--- src/rtl/usr_pkg.sv ---
// Shared types for the universal shift register transfer block.
// State enum and datapath mode encodings.
package usr_pkg;

  typedef enum logic [1:0] {
    ST_IDLE  = 2'b00,
    ST_SHIFT = 2'b01,
    ST_DONE  = 2'b10
  } usr_state_e;

  // 2'b01 is reserved; the controller never drives it.
  localparam logic [1:0] MODE_HOLD = 2'b00;
  localparam logic [1:0] MODE_SHR  = 2'b10;
  localparam logic [1:0] MODE_LOAD = 2'b11;

endpackage

--- src/rtl/usr_datapath.sv ---
// Universal shift register: hold, shift right (serial_in at MSB), load.
// Ports: clk, reset (sync, high), mode, serial_in, par_in -> q.
module usr_datapath
  import usr_pkg::*;
#(
  parameter int WIDTH = 4
) (
  input  logic             clk,
  input  logic             reset,
  input  logic [1:0]       mode,
  input  logic             serial_in,
  input  logic [WIDTH-1:0] par_in,
  output logic [WIDTH-1:0] q
);

  logic [WIDTH-1:0] q_q, q_d;

  always_comb begin
    q_d = q_q;
    case (mode)
      MODE_SHR:  q_d = {serial_in, q_q[WIDTH-1:1]};
      MODE_LOAD: q_d = par_in;
      default:   q_d = q_q;
    endcase
  end

  always_ff @(posedge clk) begin
    if (reset) q_q <= '0;
    else       q_q <= q_d;
  end

  assign q = q_q;

endmodule

--- src/rtl/usr_xfer_ctrl.sv ---
// Word-to-serial transfer sequencer around usr_datapath.
// Ports: start handshake + tx_data in, sdi/sdo/bit_tick, rx handshake + rx_data out.
module usr_xfer_ctrl
  import usr_pkg::*;
#(
  parameter int WIDTH = 4,
  parameter int DIV   = 1
) (
  input  logic             clk,
  input  logic             reset,
  input  logic             start_valid,
  output logic             start_ready,
  input  logic [WIDTH-1:0] tx_data,
  input  logic             sdi,
  output logic             sdo,
  output logic             bit_tick,
  output logic             busy,
  output logic             rx_valid,
  input  logic             rx_ready,
  output logic [WIDTH-1:0] rx_data
);

  localparam int DW = (DIV > 1) ? $clog2(DIV) : 1;
  localparam int BW = (WIDTH > 1) ? $clog2(WIDTH) : 1;
  localparam logic [DW-1:0] DIV_LAST = DW'(DIV - 1);
  localparam logic [BW-1:0] BIT_LAST = BW'(WIDTH - 1);

  usr_state_e       state_q, state_d;
  logic [DW-1:0]    div_cnt_q, div_cnt_d;
  logic [BW-1:0]    bit_cnt_q, bit_cnt_d;
  logic [1:0]       mode;
  logic [WIDTH-1:0] q;
  logic             tick;

  assign tick = (state_q == ST_SHIFT) && (div_cnt_q == DIV_LAST);

  always_comb begin
    state_d   = state_q;
    div_cnt_d = div_cnt_q;
    bit_cnt_d = bit_cnt_q;
    mode      = MODE_HOLD;
    unique case (state_q)
      ST_IDLE: begin
        if (start_valid) begin
          mode      = MODE_LOAD;
          div_cnt_d = '0;
          bit_cnt_d = '0;
          state_d   = ST_SHIFT;
        end
      end
      ST_SHIFT: begin
        if (tick) begin
          mode      = MODE_SHR;
          div_cnt_d = '0;
          bit_cnt_d = bit_cnt_q + 1'b1;
          if (bit_cnt_q == BIT_LAST) state_d = ST_DONE;
        end else begin
          div_cnt_d = div_cnt_q + 1'b1;
        end
      end
      ST_DONE: begin
        if (rx_ready) state_d = ST_IDLE;
      end
      default: state_d = ST_IDLE;
    endcase
  end

  always_ff @(posedge clk) begin
    if (reset) begin
      state_q   <= ST_IDLE;
      div_cnt_q <= '0;
      bit_cnt_q <= '0;
    end else begin
      state_q   <= state_d;
      div_cnt_q <= div_cnt_d;
      bit_cnt_q <= bit_cnt_d;
    end
  end

  usr_datapath #(.WIDTH(WIDTH)) u_dp (
    .clk       (clk),
    .reset     (reset),
    .mode      (mode),
    .serial_in (sdi),
    .par_in    (tx_data),
    .q         (q)
  );

  // Held low while reset is applied so no word is taken in that cycle.
  assign start_ready = (state_q == ST_IDLE) && !reset;
  assign sdo         = (state_q == ST_SHIFT) && q[0];
  assign bit_tick    = tick;
  assign busy        = (state_q == ST_SHIFT) || (state_q == ST_DONE);
  assign rx_valid    = (state_q == ST_DONE);
  assign rx_data     = q;

endmodule

--- config.mk ---
export PLATFORM = sky130hd
export DESIGN_NAME = usr_xfer_ctrl
export DESIGN_NICKNAME = d
export VERILOG_FILES = /design/src/rtl/usr_pkg.sv /design/src/rtl/usr_datapath.sv /design/src/rtl/usr_xfer_ctrl.sv
export SDC_FILE = /design/constraint.sdc
export NUM_CORES = 1
export LEC_CHECK = 0
export ABC_AREA = 1
export BUFFER_PORTS_ARGS = -buffer_cell sky130_fd_sc_hd__buf_2
export CELL_PAD_IN_SITES_DETAIL_PLACEMENT = 1
export CELL_PAD_IN_SITES_GLOBAL_PLACEMENT = 1
export CORE_MARGIN = 3
export CORE_UTILIZATION = 32
export DETAILED_ROUTE_END_ITERATION = 10
export GPL_ROUTABILITY_DRIVEN = 0
export PLACE_DENSITY_LB_ADDON = 0.25
export SLEW_MARGIN = 20
export SYNTH_ARGS = -nofsm -noshare
export SYNTH_HDL_FRONTEND = slang
export SYNTH_HIERARCHICAL = 1
export SYNTH_SLANG_ARGS = --single-unit
--- constraint.sdc ---
create_clock -name clk -period 1.48 [get_ports clk]
set_input_delay 0.148 -clock clk [delete_from_list [all_inputs] [get_ports clk]]
set_output_delay 0.148 -clock clk [all_outputs]
set_load 0.05 [all_outputs]
== Yosys cells after proc, flatten, opt, wreduce, memory -nomap -nowiden ==
Cells that the tools add are included.
Storage, ports and cells
  register bits after elaboration: 9
  input port bits: 9
  output and inout bits: 9
  word-level logic and storage cells: 42
Operators by class
  add/sub/neg operators: 2
  eq/ne operators: 9
  multiplexer cells: 15
  bitwise logic cells: 1
  reductions and logical operators: 11
Operator list (count)
  two-way mux 2 bit: 8
  equality test 2 bit, second input constant: 4
  one-hot mux 2 bit (2 select lines): 2
  one-hot mux 4 bit (2 select lines): 1
  one-hot mux 2 bit (3 select lines): 1
  != test 2 x 1 -> 1 bit, second input constant: 2
  != test 2 bit, second input constant: 2
  AND reduction 4 bit: 1
  nonzero test 2 bit: 2
  logical AND 1 bit: 3
  AND reduction 3 bit: 1
  adder 2 x 1 -> 2 bit, second input constant: 1
  equality test 2 x 1 -> 1 bit, second input constant: 1
  logical NOT 2 bit: 1
  two-way mux 1 bit: 2
  one-hot mux 1 bit (2 select lines): 1
  AND reduction 2 bit: 1
  adder 1 bit, second input constant: 1
  logical NOT 1 bit: 1
  logical OR 1 bit: 1
  inverter 1 bit: 1

== Depth between registers and ports, before layout ==
  depth in word-level cells: 6
  mapped depth: 9
  depth with buffers taken out: 9

== By module ==
The synthesis kept the hierarchy.
By module, submodules not included
  usr_xfer_ctrl: instances 1, cells each 54, area each 367.9 um^2, seq. area each 100.1 um^2
  usr_datapath: instances 1, cells each 34, area each 205.2 um^2, seq. area each 80.1 um^2

== Worst setup path after synthesis ==
No wires, ideal clock.
  path kind: reg-to-output
  start point: reg state_q[0]
  end point: out start_ready
  arrival time: 1.313 ns
  data required time: 1.332 ns
  path slack: 0.019 ns
  stages on the path, launching flop included: 5
  path buffers: 0
  cells stage by stage: dfxtp_1 > inv_1 > ha_1 > inv_1 > nor2_1
On the way
  word-level cells in the longest chain between the ends: 2
Ends and longest elaborated chain
  start: declaration: RTL line usr_xfer_ctrl.sv:28  | usr_state_e state_q, state_d;
  start signal: assignment: RTL line usr_xfer_ctrl.sv:74  | state_q <= state_d;
  logical NOT 2 bit: RTL line usr_xfer_ctrl.sv:90  | assign start_ready = (state_q == ST_IDLE) && !reset;
  logical AND 1 bit: RTL line usr_xfer_ctrl.sv:90
  end: declaration: RTL line usr_xfer_ctrl.sv:12  | output logic start_ready,
Every way passes these cells.

== Worst setup path after layout ==
  start point: reg state_q[1]
  end point: out busy
On the way
  word-level cells in the longest chain between the ends: 2
  elaborated cells on any way between the ends: 3
  those cells by class: 2 x eq/ne; 1 x reduce/logical
Ends and longest elaborated chain
  equality test 2 x 1 -> 1 bit or equality test 2 bit (tied branches): RTL line usr_xfer_ctrl.sv:93  | assign busy = (state_q == ST_SHIFT) || (state_q == ST_DONE);
  logical OR 1 bit (*): RTL line usr_xfer_ctrl.sv:93
  end: declaration: RTL line usr_xfer_ctrl.sv:17  | output logic busy,
Every way passes the cells marked *; elsewhere a longest branch is shown, timed or not.

==> out/metrics.csv <==
metric;value;unit
crit path kind;reg2out;
drt drc;0;
drt initial violations;0;
Tcrit/Tclk final;92.7;%
grt ovf;0;
Slew headroom;83.5;%
DR WL/cell;10.8;um
WHS Endpoint;bit_cnt_q[0];
DIE WIDTH;48.3;um
commonest non-fill, non-tap cell in the layout;nand2_1;
cell count after synthesis;88;
Max Buffers Root-to-Sink;2;
post-synth top area share;31.4;%
Critical Path RT;1.33;ns
hold slack;0.165;ns
commonest cells after routing, fill and taps aside;nand2_1 (24), inv_1 (15), buf_2 (14);
initial antenna violation count;0;
Crit path largest cell delay;0.36;ns
peak supply drop;1.19;mV
min-delay worst type;in2reg;
Setup Skew;0.00137;ns
first-pass GRT wire length;2500;um
total track usage;13.6;%
RR Startpoint;state_q[1];
overall power;1870;uW
num rows;14;
hold path start;reset;
CTS tree;done;
worst r2r dst;u_dp/q[2];
number of fill cells;222;
Hold Path Stages;2;
CP cell instances;inv_2 -> ha_4 -> buf_2;
io pins;18;
top cells by area, synth;dfxtp_1 (31%), nand2_1 (16%), ha_1 (13%);
Detailed Route WL;1440;um
max-slew violation count;0;
leakage;0.000420;uW
status;finished clean;
core area;0.00159;sq mm
Die Y;48.3;um
initial core utilization;35.9;%
clk_lat worst skew;0.26;ns
CTS sink count;9;
share of cells above drive strength 1;31.2;%
Antenna Violating Nets Remaining;0;
Buffers on Ports;17;
CP Launch Type;flop;
via count;567;
Vias/cell;4.26;
final non-filler cell area;762;sq um
Cell Area, Synth;573;sq um
Final Critical Period;1.37;ns
max_cap viols;0;
fin worst setup slack;0.108;ns
Final Net Count;125;
area post-placement;684;sq um
R2R cell count;9;
Setup-failing EPs final;0;
largest net degree at the start of global routing;10;
post-synth top area cell;dfxtp_1;
Syn Area/Cell;6.51;sq um
die area;0.00233;sq mm
Root Buffer;clkbuf_4;
hold buffer count at CTS;0;
Fin. Hold Viols;0;
Cell variety after synth;15;
CP max FO;4;
CTS H-tree lvls;1;
Arr. time, crit path;1.22;ns
RSZ-0062 raised after global routing;false;
syn nets;103;
vias in the first global route;591;
dpl hpwl;1170;um
Yosys reg bits;9;
P&R area growth vs syn;33.0;%
Seq/Total Area, Yosys;31.4;%
slowest CP cell;dfxtp_1;
final design utilization;47.8;%
Num CTS Buffers;3;
crit end category;output port;
fmax;729;MHz
flop2flop setup slack;0.16;ns
Worst Max-Slew Pin Slew;0.249;ns
Clock Pin Slew Worst Setup and Hold Paths;0.06;ns
Ys Warns;6;
P per Cell Area;2450;mW/mm^2
DR pass1 iterations;1;
Place WS;-0.00186;ns
antenna cells;0;
-- synthesized netlist by cell type --
master / n
buf_6: 1
dfxtp_1: 9
nand3b_1: 1
a211oi_1: 1
nand2_2: 3
ha_1: 6
inv_1: 17
a21oi_1: 2
o21ai_0: 1
nor2_4: 1
inv_2: 1
nor2_1: 14
nand3_1: 6
nor2_2: 1
nand2_1: 24
-- cell families after synthesis --
logic type / after synthesis / synth area share (%)
adders and majority gates: 6 / 13.1
and+or+nand+nor: 50 / 37.8
AOI/OAI and AO/OA: 4 / 3.93
DFF: 9 / 31.4
buffers and inverters: 19 / 13.8
-- critical path: cells and delay by family, from the launching register on --
| family | cells | cell delay (ns) |
|---|---|---|
| adder cells (fa/ha/maj) | 1 | 0.26 |
| buffers and inverters | 2 | 0.34 |
| flip-flops | 1 | 0.36 |
-- what timing repair did --
action,in CTS,in global routing
gates cloned,0,0
resized for setup,6,11
buffers inserted,0,0
endpoints found under the setup margin,6,8
-- per-layer routing --
metal	up-vias	GRT usage, %	part of all wire, %
met3	2	5.83	5.3
met4	0	2.84	0.49
met2	13	22.9	50
li1	301	-	-
met1	251	15.9	44
met5	-	0	0
-- worst max path at each step --
stage	startpoint	to
2_1_floorplan	state_q[0]	start_ready
3_3_place_gp	state_q[0]	u_dp/q[2]
3_5_place_dp	state_q[0]	u_dp/q[2]
4_1_cts	state_q[1]	start_ready
5_1_grt	state_q[1]	u_dp/q[0]
6_report	state_q[1]	busy
-- where the power goes --
group | switching (uW) | internal [uW] | leakage [uW]
registers | 75.6 | 329 | 0.0000743
logic | 871 | 400 | 0.000330
clock network | 88.0 | 104 | 0.0000150
total | 1030 | 833 | 0.000420
-- final cells by class --
type / count / area [sq um] / area share, %
multi-input cells: 60 / 349 / 45.8
repair buffers: 18 / 108 / 14.1
flip-flops and latches: 9 / 181 / 23.8
inverters: 18 / 67.6 / 8.87
clock buffers: 4 / 26.3 / 3.45
well taps: 24 / 30.0 / 3.94
-- metrics by stage --
stage	setup TNS (ns)	instances
final	0	133
after global routing	0	133
after CTS	-0.00179	133
after detailed placement	-0.00186	129
after global placement	0	129
after floorplan	0	88
-- registers in the layout, indices dropped and copies added (netlist names) --
name and count:
u_dp/q 4, state_q 2, div_cnt_q 1, bit_cnt_q 2
Note: power is estimated with default switching activity, not from simulation.
